**src/rtl/bus_addr_encoder.sv**
```systemverilog
// bus_addr_encoder: collects request pulses into sticky pending bits and serves them
// one at a time as a binary address with a valid/ready handshake. Requests that hit an
// already-pending slot are counted in a saturating drop counter.
// Optional build macro: BUS_ENC_ROUND_ROBIN_EN selects round-robin arbitration instead of
// fixed lowest-index-first priority.
module bus_addr_encoder #(
  parameter int N_REQ  = 8,
  parameter int ADDR_W = 4,
  parameter int CNT_W  = 8
) (
  input  logic              clk,
  input  logic              rst,
  input  logic [N_REQ-1:0]  req_i,
  output logic [ADDR_W-1:0] addr_o,
  output logic              valid_o,
  input  logic              ready_i,
  output logic [N_REQ-1:0]  pending_o,
  output logic [CNT_W-1:0]  drop_cnt_o
);

  localparam int SUM_W = CNT_W + ADDR_W + 1;

  typedef enum logic [0:0] {
    IDLE  = 1'b0,
    OFFER = 1'b1
  } state_t;

  state_t              state_q, state_d;
  logic [N_REQ-1:0]    pend_q, pend_d;
  logic [ADDR_W-1:0]   addr_q, addr_d;
  logic                valid_q, valid_d;
  logic [CNT_W-1:0]    drop_q, drop_d;

  logic                accept;
  logic [N_REQ-1:0]    clr;
  logic [N_REQ-1:0]    rem;
  logic [ADDR_W:0]     n_drop;

  // Number of set bits in a request vector; N_REQ <= 2**(ADDR_W-1) so ADDR_W+1 bits suffice.
  function automatic logic [ADDR_W:0] popcount(input logic [N_REQ-1:0] v);
    logic [ADDR_W:0] cnt;
    cnt = '0;
    for (int i = 0; i < N_REQ; i++) begin
      cnt = cnt + {{ADDR_W{1'b0}}, v[i]};
    end
    return cnt;
  endfunction

  // Saturating add of the drop increment; the counter sticks at all-ones.
  function automatic logic [CNT_W-1:0] sat_add(input logic [CNT_W-1:0] a,
                                               input logic [ADDR_W:0]  b);
    logic [SUM_W-1:0] s;
    s = SUM_W'(a) + SUM_W'(b);
    if (s > SUM_W'({CNT_W{1'b1}})) begin
      return {CNT_W{1'b1}};
    end
    return s[CNT_W-1:0];
  endfunction

`ifdef BUS_ENC_ROUND_ROBIN_EN
  logic [ADDR_W-1:0] rr_q, rr_d;

  // Round-robin pick: first set bit at or after start, wrapping N_REQ-1 -> 0.
  function automatic logic [ADDR_W-1:0] sel(input logic [N_REQ-1:0]  v,
                                            input logic [ADDR_W-1:0] start);
    logic [ADDR_W-1:0] r;
    int                idx;
    r = '0;
    for (int k = N_REQ - 1; k >= 0; k--) begin
      idx = (int'(start) + k) % N_REQ;
      if (v[idx]) r = ADDR_W'(idx);
    end
    return r;
  endfunction
`else
  // Fixed priority pick: lowest set index wins.
  function automatic logic [ADDR_W-1:0] sel(input logic [N_REQ-1:0] v);
    logic [ADDR_W-1:0] r;
    r = '0;
    for (int i = N_REQ - 1; i >= 0; i--) begin
      if (v[i]) r = ADDR_W'(i);
    end
    return r;
  endfunction
`endif

  // Handshake, pending-bit update and drop counting.
  always_comb begin
    accept = valid_q & ready_i;
    clr    = accept ? (N_REQ'(1) << addr_q) : '0;
    pend_d = (pend_q & ~clr) | req_i;
    rem    = pend_d & ~clr;
    n_drop = popcount(req_i & pend_q & ~clr);
    drop_d = sat_add(drop_q, n_drop);
  end

  // Next-state and address/valid selection; a new address is chosen only when loading.
  always_comb begin
    state_d = state_q;
    addr_d  = addr_q;
    valid_d = valid_q;
`ifdef BUS_ENC_ROUND_ROBIN_EN
    rr_d    = rr_q;
    if (accept) begin
      rr_d = (addr_q == ADDR_W'(N_REQ - 1)) ? '0 : addr_q + 1'b1;
    end
`endif
    case (state_q)
      IDLE: begin
        valid_d = 1'b0;
        if (pend_q != '0) begin
`ifdef BUS_ENC_ROUND_ROBIN_EN
          addr_d = sel(pend_q, rr_q);
`else
          addr_d = sel(pend_q);
`endif
          valid_d = 1'b1;
          state_d = OFFER;
        end
      end
      OFFER: begin
        if (accept) begin
          if (rem != '0) begin
`ifdef BUS_ENC_ROUND_ROBIN_EN
            addr_d = sel(rem, rr_d);
`else
            addr_d = sel(rem);
`endif
            valid_d = 1'b1;
          end else begin
            valid_d = 1'b0;
            state_d = IDLE;
          end
        end
      end
      default: begin
        state_d = IDLE;
        valid_d = 1'b0;
      end
    endcase
  end

  // State registers; reset wins over any handshake in the same cycle.
  always_ff @(posedge clk) begin
    if (rst) begin
      state_q <= IDLE;
      pend_q  <= '0;
      addr_q  <= '0;
      valid_q <= 1'b0;
      drop_q  <= '0;
    end else begin
      state_q <= state_d;
      pend_q  <= pend_d;
      addr_q  <= addr_d;
      valid_q <= valid_d;
      drop_q  <= drop_d;
    end
  end

`ifdef BUS_ENC_ROUND_ROBIN_EN
  // Round-robin search pointer.
  always_ff @(posedge clk) begin
    if (rst) begin
      rr_q <= '0;
    end else begin
      rr_q <= rr_d;
    end
  end
`endif

  assign addr_o     = addr_q;
  assign valid_o    = valid_q;
  assign pending_o  = pend_q;
  assign drop_cnt_o = drop_q;

endmodule

```
**config.mk**
```make
export PLATFORM = sky130hd
export DESIGN_NAME = bus_addr_encoder
export DESIGN_NICKNAME = d
export VERILOG_FILES = /design/src/rtl/bus_addr_encoder.sv
export SDC_FILE = /design/constraint.sdc
export NUM_CORES = 1
export LEC_CHECK = 0
export CAP_MARGIN = 20
export CORE_MARGIN = 1.5
export CORE_UTILIZATION = 35
export DETAILED_ROUTE_END_ITERATION = 10
export DONT_BUFFER_PORTS = 1
export PLACE_DENSITY = 0.53
export SETUP_SLACK_MARGIN = 0.05
export SLEW_MARGIN = 20
export SYNTH_ARGS = -nofsm -noshare
export SYNTH_HDL_FRONTEND = slang
export SYNTH_SLANG_ARGS = --single-unit
```
**constraint.sdc**
```tcl
create_clock -name clk -period 4.9 [get_ports clk]
set_input_delay 0.98 -clock clk [delete_from_list [all_inputs] [get_ports clk]]
set_output_delay 0.98 -clock clk [all_outputs]
set_load 0.1 [all_outputs]
```
# After elaboration in Yosys (flattened, before gate mapping)
# Cells that the tools add are included.
# word_totals
inputBits	11
register_bits	22
out_inout_bits	21
latch_bits	0
mem_bits_ro	0
mem_bits_rw	0
word_cells	59
n_memories	0
# classes
n_reduce_logical	3
n_bitwise	8
n_eq_ne	3
multipliers	0
mux	30
n_shift	1
order_cmp	1
n_addsub	8
div	0
# ops
op	count
$mux W4	17
$and A8 B8 Y8	4
$mux W8	3
$reduce_bool A8 Y1	2
$add A5 B1 Y5	3
$add A8 B5 Y9	1
$gt A9 B8 Y1 const B	1
$not A8 Y8	1
$or A8 B8 Y8	1
$pmux W4 S2	1
$shl A1 B4 Y8 const A	1
$mux W3	2
$add A4 B1 Y5	1
$mux W1	5
$add A3 B1 Y4	1
$ne A2 B1 Y1 const B	2
$pmux W1 S2	2
$add A2 B1 Y3	1
$reduce_and A3 Y1	1
$add A1 B1 Y2	1
$ne A2 B2 Y1 const B	1
$and A1 B1 Y1	1
$not A1 Y1	1

# Logic depth before layout (Yosys ltp)
# depth
depth_word	17
depth_mapped	17
mapped_depth_nobuf	16

# Worst setup path before layout
# Ideal clock, no wire load.
# synth_path
path_type	flip-flop to flip-flop
start	register valid_q, in the netlist valid_o
end	register drop_q[5], in the netlist drop_cnt_o[5]
n_path_buf	1
setup_time_ns	0.134
path_slack_ns	-0.062
t_arrival_ns	4.828
period_less_slack_ns	4.962
t_required_ns	4.766
path_stages_with_launch	18
cell_sequence	dfxtp_1 and4bb_1 buf_6 nand2_1 and3_1 fa_1 inv_1 fa_1 inv_1 fa_1 fa_1 inv_1 fa_1 nor2b_1 o21a_1 o211ai_1 and4_1 nor3_1
# synth_via
elab_chain_cells	15
# synth_lines
element	line_no	source
start, declared	31	logic valid_q, valid_d;
start signal, assigned	155	valid_q <= valid_d;
$and A1 B1 Y1 (*)	89	accept = valid_q & ready_i;
$mux W8 (*)	90	clr = accept ? (N_REQ'(1) << addr_q) : '0;
$not A8 Y8 (*)	93	n_drop = popcount(req_i & pend_q & ~clr);
$and A8 B8 Y8 (*)	93	
$add A1 B1 Y2	44	cnt = cnt + {{ADDR_W{1'b0}}, v[i]};
$add A2 B1 Y3	44	
$add A3 B1 Y4	44	
$add A4 B1 Y5	44	
$add A5 B1 Y5 (2 in series)	44	
$add A5 B1 Y5 (*)	44	
$add A8 B5 Y9 (*)	53	s = SUM_W'(a) + SUM_W'(b);
$gt A9 B8 Y1	54	if (s > SUM_W'({CNT_W{1'b1}})) begin
$mux W1	54	
$mux W8 (*)	57	return s[CNT_W-1:0];
end signal, assigned	156	drop_q <= drop_d;
end, declared	32	logic [CNT_W-1:0] drop_q, drop_d;
# Mark *: on every way between the ends. The rest lies on a longest branch, timed or not.
# A chain may end at the register's enable or synchronous reset.

# Worst setup path in the final report
# layout_path
start	input ready_i
end	register drop_q[6], in the netlist drop_cnt_o[6]
# layout_via
elab_chain_cells	15
# layout_lines
element	line_no	source
start, declared	16	input logic ready_i,
$and A1 B1 Y1 (*)	89	
$mux W8 (*)	90	
$not A8 Y8 (*)	93	
$and A8 B8 Y8 (*)	93	
$add A1 B1 Y2	44	
$add A2 B1 Y3	44	
$add A3 B1 Y4	44	
$add A4 B1 Y5	44	
$add A5 B1 Y5 (2 in series)	44	
$add A5 B1 Y5 (*)	44	
$add A8 B5 Y9 (*)	53	
$gt A9 B8 Y1	54	
$mux W1	54	
$mux W8 (*)	57	
# Marks and branches as above.

==> results.ini <==
[logic_synthesis]
syn_avg_cell_area_um2 = 8.369
synth_fp_nets = 205
netlist_instances = 183
ys_seq_area_frac = 0.2745
yosys.area.top_type = dfxtp_1
synth.area.top_cells = dfxtp_1 27%, a21oi_1 7.5%, fa_1 6.5%
yosysWarnings = 0
synthDistinctLibCells = 56
yosys-top-cells-count = 23 x a21oi_1, 21 x dfxtp_1, 19 x nor2_1
synth_edf_count = 0
synth_top_area_frac = 0.2745
ys_ff_latch = 21
netlist_area_mm2 = 0.001531
yosysMostFrequentCell = a21oi_1
ys.flop_type = dfxtp_1
synthArstFlopShare = 0

[grt]
grt_pass1_vias = 1408
gr-total-overflow = 0
grt_pass1_wl_um = 6810
grt_max_degree = 21
grt.total_usage = 0.1719
antenna_found_initial = 0

[status]
status = finished clean

[die]
io_pins = 32
rows = 23
die_w_um = 69.15
core-area_mm2 = 0.004115
start_util = 0.3721
dieArea_mm2 = 0.004782
die_h_um = 69.15

[sta]
rsz0062_at_grt = no
tns_ns = 0
clock_skew_ns = 0.006726
setup_viol = 0
finalCritPeriodShare = 0.9241
slew_viol_final = 0
finalCriticalPeriod_ns = 4.528
hold_slack_ns = 0.5267
hold_violations = 0
max_freq_ghz = 0.2208
postLayoutSetupSlackWorst_ns = 0.3717
slew_headroom = 0.2516
worst_pin_slew_ns = 1.121

[pwr]
internal-power_w = 0.0003334
powerDensity_mw_per_mm2 = 378.3
comb_power_share = 0.447
max-vdd-ir-drop_mv = 0.1725
switching_share = 0.4880
p_sw_w = 0.0003178
power_frac_clock = 0.186
leakage_nw = 0.7090
seq_power_share = 0.368

[place]
post-place-cells = 243
dpl.hpwl_um = 3175
port_buffers = 0
dpl_worst_slack_ns = 0.1029
gp_congestion = 0.8654
dpl_cell_area_mm2 = 0.001677

[routing]
vias_per_cell = 5.765
drc = 0
ant_nets = 0
drt_first_pass_iters = 4
wl_per_cell_um = 16.65
routed_wl_um = 4113
drt_iter0_markers = 83
vias = 1424

[layout]
finalNonFillerCells = 247
syn2layout_area_growth_pct = 12.42
layout-drive-gt1-share = 0.1624
design_area_mm2 = 0.001722
nets = 220
n_antenna_cell = 0

[clock_network]
clock_sinks = 21
cts_resized = 0
clock_latency_ns = 0.27
cts_root_buf = clkbuf_8
cts_tree = yes
post_cts_buffers = 0
cts_buffer_depth = 2
cts_max_level = 1
clk_pin_slew_worst_paths_ns = 0.08
hold_buffers = 0
cts_buffers = 3

[worst_setup_path]
start_kind = primary input
worstSetupPathType = primary input to register
worst_setup_path_end_kind = register
worstPathArrival_ns = 4.63
critPathMaxFanout = 7
required_ns = 5.00

[min_path]
hold_class = register to register

[job]
drv_cap = 0

-- through the flow --
stage	power, W	util
2_1_floorplan	0.0004826	-
3_3_place_gp	0.0005305	0.4074
3_5_place_dp	0.0005341	0.4074
4_1_cts	0.0006540	0.4184
5_1_grt	0.0006952	0.4184
6_report	0.0006513	0.4184
-- logic make-up after synthesis --
logic type      after synthesis  share of synthesized area
fa+ha+maj                    11                     0.1144
compound gates               59                     0.2868
mux                           1                   0.006536
flops                        21                     0.2745
xor+xnor                      3                    0.01716
simple gates                 65                     0.2337
buf+inv                      22                    0.06454
other cells                   1                   0.002449
-- placed cells by master (no fill, tap or decap), types with 2 or more instances in the layout --
cell	n
a21oi_1	23
dfxtp_1	20
nor2_1	19
inv_1	16
buf_4	16
nand2_1	14
and3_1	6
ha_1	6
nor3_1	5
a211oi_1	5
fa_1	5
a31oi_1	3
clkbuf_8	3
nand4_1	2
nand2b_1	2
o21ai_0	2
nand3_1	2
or2_2	2
a21o_1	2
o21bai_1	2
and4_1	2
a22oi_1	2
o21ai_1	2
xnor2_1	2
a221oi_2	2
and2_1	2
-- layout make-up --
| cell class | instances | area [um2] |
|---|---|---|
| inverters | 16 | 60.06 |
| well taps | 50 | 62.56 |
| clock buffers | 4 | 45.04 |
| fillers | 412 | 2394 |
| multi-input cells | 140 | 1012 |
| repair buffers | 16 | 120.1 |
| flip-flops and latches | 21 | 421.7 |
-- registers in the layout, indices dropped and copies added (netlist names) --
signal and cells:
valid_o 1, drop_cnt_o 8, state_q 1, addr_o 3
pending_o 8
-- worst max-delay path, cell delays in order --
cell      delay [ns]
and4bb_1        0.21
nand2_1         0.07
and3_1          0.21
fa_1            0.50
inv_1           0.05
fa_1            0.52
inv_1           0.05
fa_1            0.50
fa_1            0.45
inv_1           0.08
fa_1            0.20
nor2b_1         0.06
o21a_1          0.19
or2_2           0.30
a31oi_1         0.19
a211oi_1        0.08
-- per-layer routing --
metal  share of wire  global-route usage  up-vias
met5               0                   0        -
met4           0.019             0.04575        0
met3           0.087             0.05263        6
met2            0.44              0.2660       53
met1            0.45              0.2322      674
li1                -                   -      691
-- power by group through the flow --
stage / Sequential (W) / Combinational, W / Clock, W
finish: 0.000239 / 0.000291 / 0.000121
global route: 0.000242 / 0.000321 / 0.000132
CTS: 0.000240 / 0.000292 / 0.000122
detailed placement: 0.000244 / 0.000290 / 0
global placement: 0.000243 / 0.000287 / 0
floorplan: 0.000349 / 0.000134 / 0
-- final timing paths --
| kind | start | endpoint | slack [ns] | depth (start not counted) |
|---|---|---|---|---|
| setup / recovery | ready_i | drop_cnt_o[6] | 0.37 | 16 |
| hold / removal | addr_o[2] | addr_o[2] | 0.53 | 2 |
| setup reg to reg | addr_o[1] | drop_cnt_o[6] | 0.62 | 16 |
| hold reg to reg | addr_o[2] | addr_o[2] | 0.53 | 2 |
Note: power is estimated with default switching activity, not from simulation.
==> RTL change 1, RTL diff (same flow settings) <==
Register the output `drop_cnt_o` once more, with the module's reset; this adds one clock of latency there. The other outputs are not delayed to match.
--- a/src/rtl/bus_addr_encoder.sv
+++ b/src/rtl/bus_addr_encoder.sv
@@ -171,7 +171,13 @@
   assign addr_o     = addr_q;
   assign valid_o    = valid_q;
   assign pending_o  = pend_q;
-  assign drop_cnt_o = drop_q;
+  always_ff @(posedge clk) begin
+    if (rst) begin
+      drop_cnt_o <= '0;
+    end else begin
+      drop_cnt_o <= drop_q;
+    end
+  end
 
 endmodule
 
Function: changed (a bounded check fails within 4 cycles, from zero or initial values and one cycle with rst high).
==> RTL change 1 against the unedited design <==
Power is 31% higher. Wire length is 2.9% higher. Final area is 12% higher. Critical path depth stayed put. Cell count is 5.7% higher. Non-clock buffer count is 3 lower. Sequential cell count is 8 higher. Synthesized area is 8.8% higher. Clock skew is 0.0024 ns higher. Maximum frequency is 0.47% lower. Count of clock-buffer cells in the layout is 1 higher. Sequential power is 35% higher. Setup slack worse by 0.021 ns. Worst hold slack worse by 0.043 ns. Critical endpoint is now drop_q[7]$_SDFF_PP0_. Largest cell class unchanged.
==> RTL change 1: results <==
group,metric,value,unit
route,totalWireLength,4230,µm
placed_design,dpl_cell_area,1800,µm²
worst_hold_path,holdCritPathClass,"reg -> reg",
route,drtIter0Drc,85,
synth,synthTopCellsByArea,"dfxtp_1 (35%), fa_1 (6.0%), a21oi_1 (5.7%)",
clock_network,ctsResizeCount,0,
global_routing,grt_max_degree,29,
critical_path,max_stage_delay,0.53,ns
layout,drive_gt1_share,14.8,%
synth,synth-seq-area-share,34.8,%
global_routing,grt_pass1_vias,1442,
synth,synthArstFlopShare,0,%
global_routing,grt_pass1_wl,7000,µm
pwr,p_int,546,µW
layout,num_antenna_cells,0,
timing,relSlewSlack,23.7,%
clock_network,insertion_delay,0.29,ns
clock_network,clockBufferDepth,2,
global_routing,antenna_found_initial,0,
route,firstDrtPassIters,4,
clock_network,cts_buffers,5,
synth,ys_warn_count,0,
global_routing,grt_use_total,17.6,%
placed_design,port_buffers,0,
critical_path,worstPathArrival,4.73,ns
placed_design,gp_congestion,0.922,
clock_network,cts_setup_buffers,0,
clock_network,ctsRootBufferMaster,"clkbuf_8",
placed_design,hpwlAfterDp,3200,µm
clock_network,htree_levels,2,
synth,synth_edf_count,0,
layout,final_nets,230,
clock_network,clk_pin_slew,0.07,ns
critical_path,cp_slowest_cell,"fa_1",
run_status,status,"finished clean",
pwr,p_leak,0.795,nW
placed_design,pre_cts_slack,0.000667,ns
synth,ys_types,49,
route,num_vias,1538,
synth,synth_common_cells,"dfxtp_1 (29), a21oi_1 (19), nor2_1 (18)",
synth,syn-num-nets,216,
critical_path,cp_max_fo,7,
timing,fin_skew,0.00908,ns
pwr,ir_drop,0.247,mV
## RTL change 1: changes by cell type in the layout (fill, tap and decap cells not counted), sizes merged, moves of 3 or more
cell | before | now
dfxtp | 21 | 29
inv | 16 | 13
o21ai | 4 | 8
buf | 16 | 13
nor3 | 5 | 2
or2 | 2 | 5
nand2 | 14 | 11
nand3 | 3 | 6
a21oi | 23 | 19
nor2b | 1 | 11
## RTL change 1: cell type report
class	count	area, µm²
Timing Repair Buffer	13	97.6
Clock buffer	5	68.8
Tap cell	52	65.1
Sequential cell	29	582
Clock inverter	3	65.1
Inverter	13	48.8
Multi-Input combinational cell	146	1010
Fill cell	456	2540
## RTL change 1: logic make-up after synthesis
logic type               Yosys count  synth area share [%]
AND/OR/NAND/NOR                   72                  24.3
flip-flops                        29                  34.8
XOR/XNOR                           2                  1.05
multiplexers                       1                 0.676
other                              1                 0.225
buffers and inverters             19                  4.80
adder cells (fa/ha/maj)           11                  10.5
AO/OA/AOI/OAI                     59                  23.6
## RTL change 1: final timing paths
| kind | endpoint | cells past startpoint | startpoint | slack, ns |
|---|---|---|---|---|
| setup reg to reg | drop_q[7]$_SDFF_PP0_ | 16 | valid_o$_SDFFE_PP0P_ | 0.55 |
| hold / removal | drop_cnt_o[2]$_SDFF_PP0_ | 1 | drop_q[2]$_SDFF_PP0_ | 0.48 |
| hold reg to reg | drop_cnt_o[2]$_SDFF_PP0_ | 1 | drop_q[2]$_SDFF_PP0_ | 0.48 |
| setup / recovery | drop_q[7]$_SDFF_PP0_ | 16 | ready_i | 0.35 |
## RTL change 1: power by group through the flow
stage / logic [mW] / registers [mW] / clock network [mW]
after floorplan: 0.134 / 0.376 / 0
after global placement: 0.233 / 0.327 / 0
after detailed placement: 0.233 / 0.327 / 0
after CTS: 0.237 / 0.322 / 0.305
after global routing: 0.265 / 0.325 / 0.315
final: 0.235 / 0.322 / 0.299
## RTL change 1: per-stage QoR
| step | total power, mW | cells | setup TNS, ns |
|---|---|---|---|
| 2_1_floorplan | 0.510 | 194 | 0 |
| 3_3_place_gp | 0.560 | 253 | -0.0261 |
| 3_5_place_dp | 0.560 | 253 | 0 |
| 4_1_cts | 0.864 | 261 | 0 |
| 5_1_grt | 0.905 | 261 | 0 |
| 6_report | 0.856 | 261 | 0 |
## RTL change 1: worst max-delay path: cells and delay by family
kind                       cells  cell delay [ns]
and+or+nand+nor                4             0.59
muxes                          1             0.25
buffers and inverters          3             0.19
AOI/OAI and AO/OA              3             0.51
adders and majority gates      5             2.19
## RTL change 1: layer usage
metal | vias up | global-route usage, % | wire length [µm]
li1 | 729 | - | -
met1 | 728 | 23.2 | 1940
met2 | 72 | 25.7 | 1800
met3 | 9 | 6.94 | 418
met4 | 0 | 7.55 | 82
met5 | - | 0 | 0
==> RTL change 2, RTL diff (same settings) <==
Without the edit above. `CNT_W`: 8 -> 7.
--- a/src/rtl/bus_addr_encoder.sv
+++ b/src/rtl/bus_addr_encoder.sv
@@ -6,7 +6,7 @@
 module bus_addr_encoder #(
   parameter int N_REQ  = 8,
   parameter int ADDR_W = 4,
-  parameter int CNT_W  = 8
+  parameter int CNT_W  = 7
 ) (
   input  logic              clk,
   input  logic              rst,
Interface: changed (resized drop_cnt_o); port bits go from 32 to 31. The function was not compared with the original's and may differ.
==> RTL change 2 against the unedited design <==
Count of clock-buffer cells in the layout decreased by 1. Sequential power up 8.8%. Wire length is 13% lower. Synthesized cell count shrank 3.8%. Final area decreased by 3.8%. Combinational power is 13% lower. Synthesized area is 3.8% lower. Clock power up 39%. Power increased by 4.7%. Setup slack better by 0.012 ns. Global-route usage down 0.63 points. Sequential cell count decreased by 1. Largest cell class unchanged. Highest routed layer unchanged.
==> RTL change 2: results <==
group,metric,value,unit
run_status,status,"finished clean",
route,drtIter0Drc,67,
critical_path,max_stage_delay,0.53,ns
layout,drive_gt1_share,14.0,%
placed_design,hpwlAfterDp,2860,µm
synth,ys_warn_count,0,
critical_path,rrSetupSlack,0.60,ns
timing,fin_skew,0.00453,ns
synth,synthTopCellsByArea,"dfxtp_1 (27%), a21oi_1 (7.8%), fa_1 (6.8%)",
synth,syn-num-nets,198,
layout,final_nets,209,
layout,nFillCells,436,
route,num_vias,1321,
layout,largest_reg_flops,8,
global_routing,grt_pass1_vias,1217,
critical_path,cp_top_family,"adder cells",
global_routing,grtUsageMet3,5.76,%
global_routing,grtUsageMet2,25.0,%
global_routing,met1_usage,22.7,%
critical_path,worstPathArrival,4.66,ns
pwr,ir_drop,0.152,mV
route,wl_per_cell,15.1,µm
synth,synth_common_cells,"a21oi_1 (23), nor2_1 (21), dfxtp_1 (20)",
route,via_per_inst,5.60,
pwr,p_leak,0.711,nW
placed_design,port_buffers,0,
synth,syn_area_per_cell,8.37,µm²
global_routing,grt_max_degree,20,
pwr,switching_share,45.3,%
placed_design,placed_cells,232,
synth,synth-seq-area-share,27.2,%
synth,ys_types,52,
global_routing,grt_use_total,16.6,%
clock_network,ctsResizeCount,0,
placed_design,gp_congestion,0.842,
clock_network,clockBufferDepth,2,
global_routing,grt_pass1_wl,5800,µm
layout,num_antenna_cells,0,
route,firstDrtPassIters,4,
timing,relSlewSlack,23.7,%
critical_path,cp_slowest_cell,"fa_1",
[RTL change 2: changes by cell type after synthesis, moves of 2 or more]
cell / before / now
nor3_1: 5 / 3
a221oi_1: 1 / 3
nor2_1: 19 / 21
a221oi_2: 2 / 0
[RTL change 2: area by class of cell]
class	instances	area share, %
Timing Repair Buffer	12	5.44
Clock buffer	3	2.49
Sequential cell	20	24.2
Clock inverter	1	1.81
Tap cell	50	3.78
Multi-Input combinational cell	135	58.8
Inverter	15	3.40
[RTL change 2: kinds of logic (layout without fill, tap and decap cells)]
family / Yosys count / in the layout / synth area share [%]
xor+xnor: 3 / 3 / 1.78
other cells: 1 / 1 / 0.254
buf+inv: 21 / 31 / 6.71
mux: 1 / 1 / 0.679
simple gates: 62 / 62 / 23.3
flops: 20 / 20 / 27.2
fa+ha+maj: 11 / 11 / 11.9
compound gates: 57 / 57 / 28.3
[RTL change 2: stage by stage]
step / setup slack (ns) / area, µm² / total power [mW] / hold WS (ns)
3_5_place_dp: 0.0964 / 1590 / 0.519 / 0.506
2_1_floorplan: 0.149 / 1480 / 0.478 / 0.541
5_1_grt: 0.134 / 1660 / 0.724 / 0.570
4_1_cts: 0.373 / 1660 / 0.689 / 0.522
6_report: 0.384 / 1660 / 0.682 / 0.522
3_3_place_gp: 0.148 / 1590 / 0.515 / 0.517
[RTL change 2: power by group through the flow]
stage	combinational (mW)	sequential (mW)	clock, mW
final	0.254	0.260	0.168
after global routing	0.283	0.263	0.179
after CTS	0.257	0.260	0.172
after detailed placement	0.255	0.264	0
after global placement	0.252	0.264	0
after floorplan	0.137	0.341	0
[RTL change 2: final timing paths]
kind / cells past startpoint / end / startpoint
max: 14 / drop_cnt_o[4]$_SDFF_PP0_ / ready_i
min: 2 / pending_o[2]$_SDFF_PP0_ / pending_o[2]$_SDFF_PP0_
min reg2reg: 2 / pending_o[2]$_SDFF_PP0_ / pending_o[2]$_SDFF_PP0_
max reg2reg: 14 / drop_cnt_o[4]$_SDFF_PP0_ / addr_o[1]$_SDFFE_PP0P_
[RTL change 2: per-layer routing]
| metal | share of wire, % | wire [µm] |
|---|---|---|
| met1 | 49 | 1730 |
| met2 | 43 | 1520 |
| met3 | 8.3 | 296 |
| met4 | 0.45 | 16 |
| met5 | 0 | 0 |
[RTL change 2: worst reg2reg max path, delay by kind of cell (launching register included)]
kind            cells  cell delay [ns]
xor+xnor            1             0.17
fa+ha+maj           5             2.42
compound gates      3             0.47
simple gates        3             0.64
buf+inv             2             0.12
flops               1             0.39
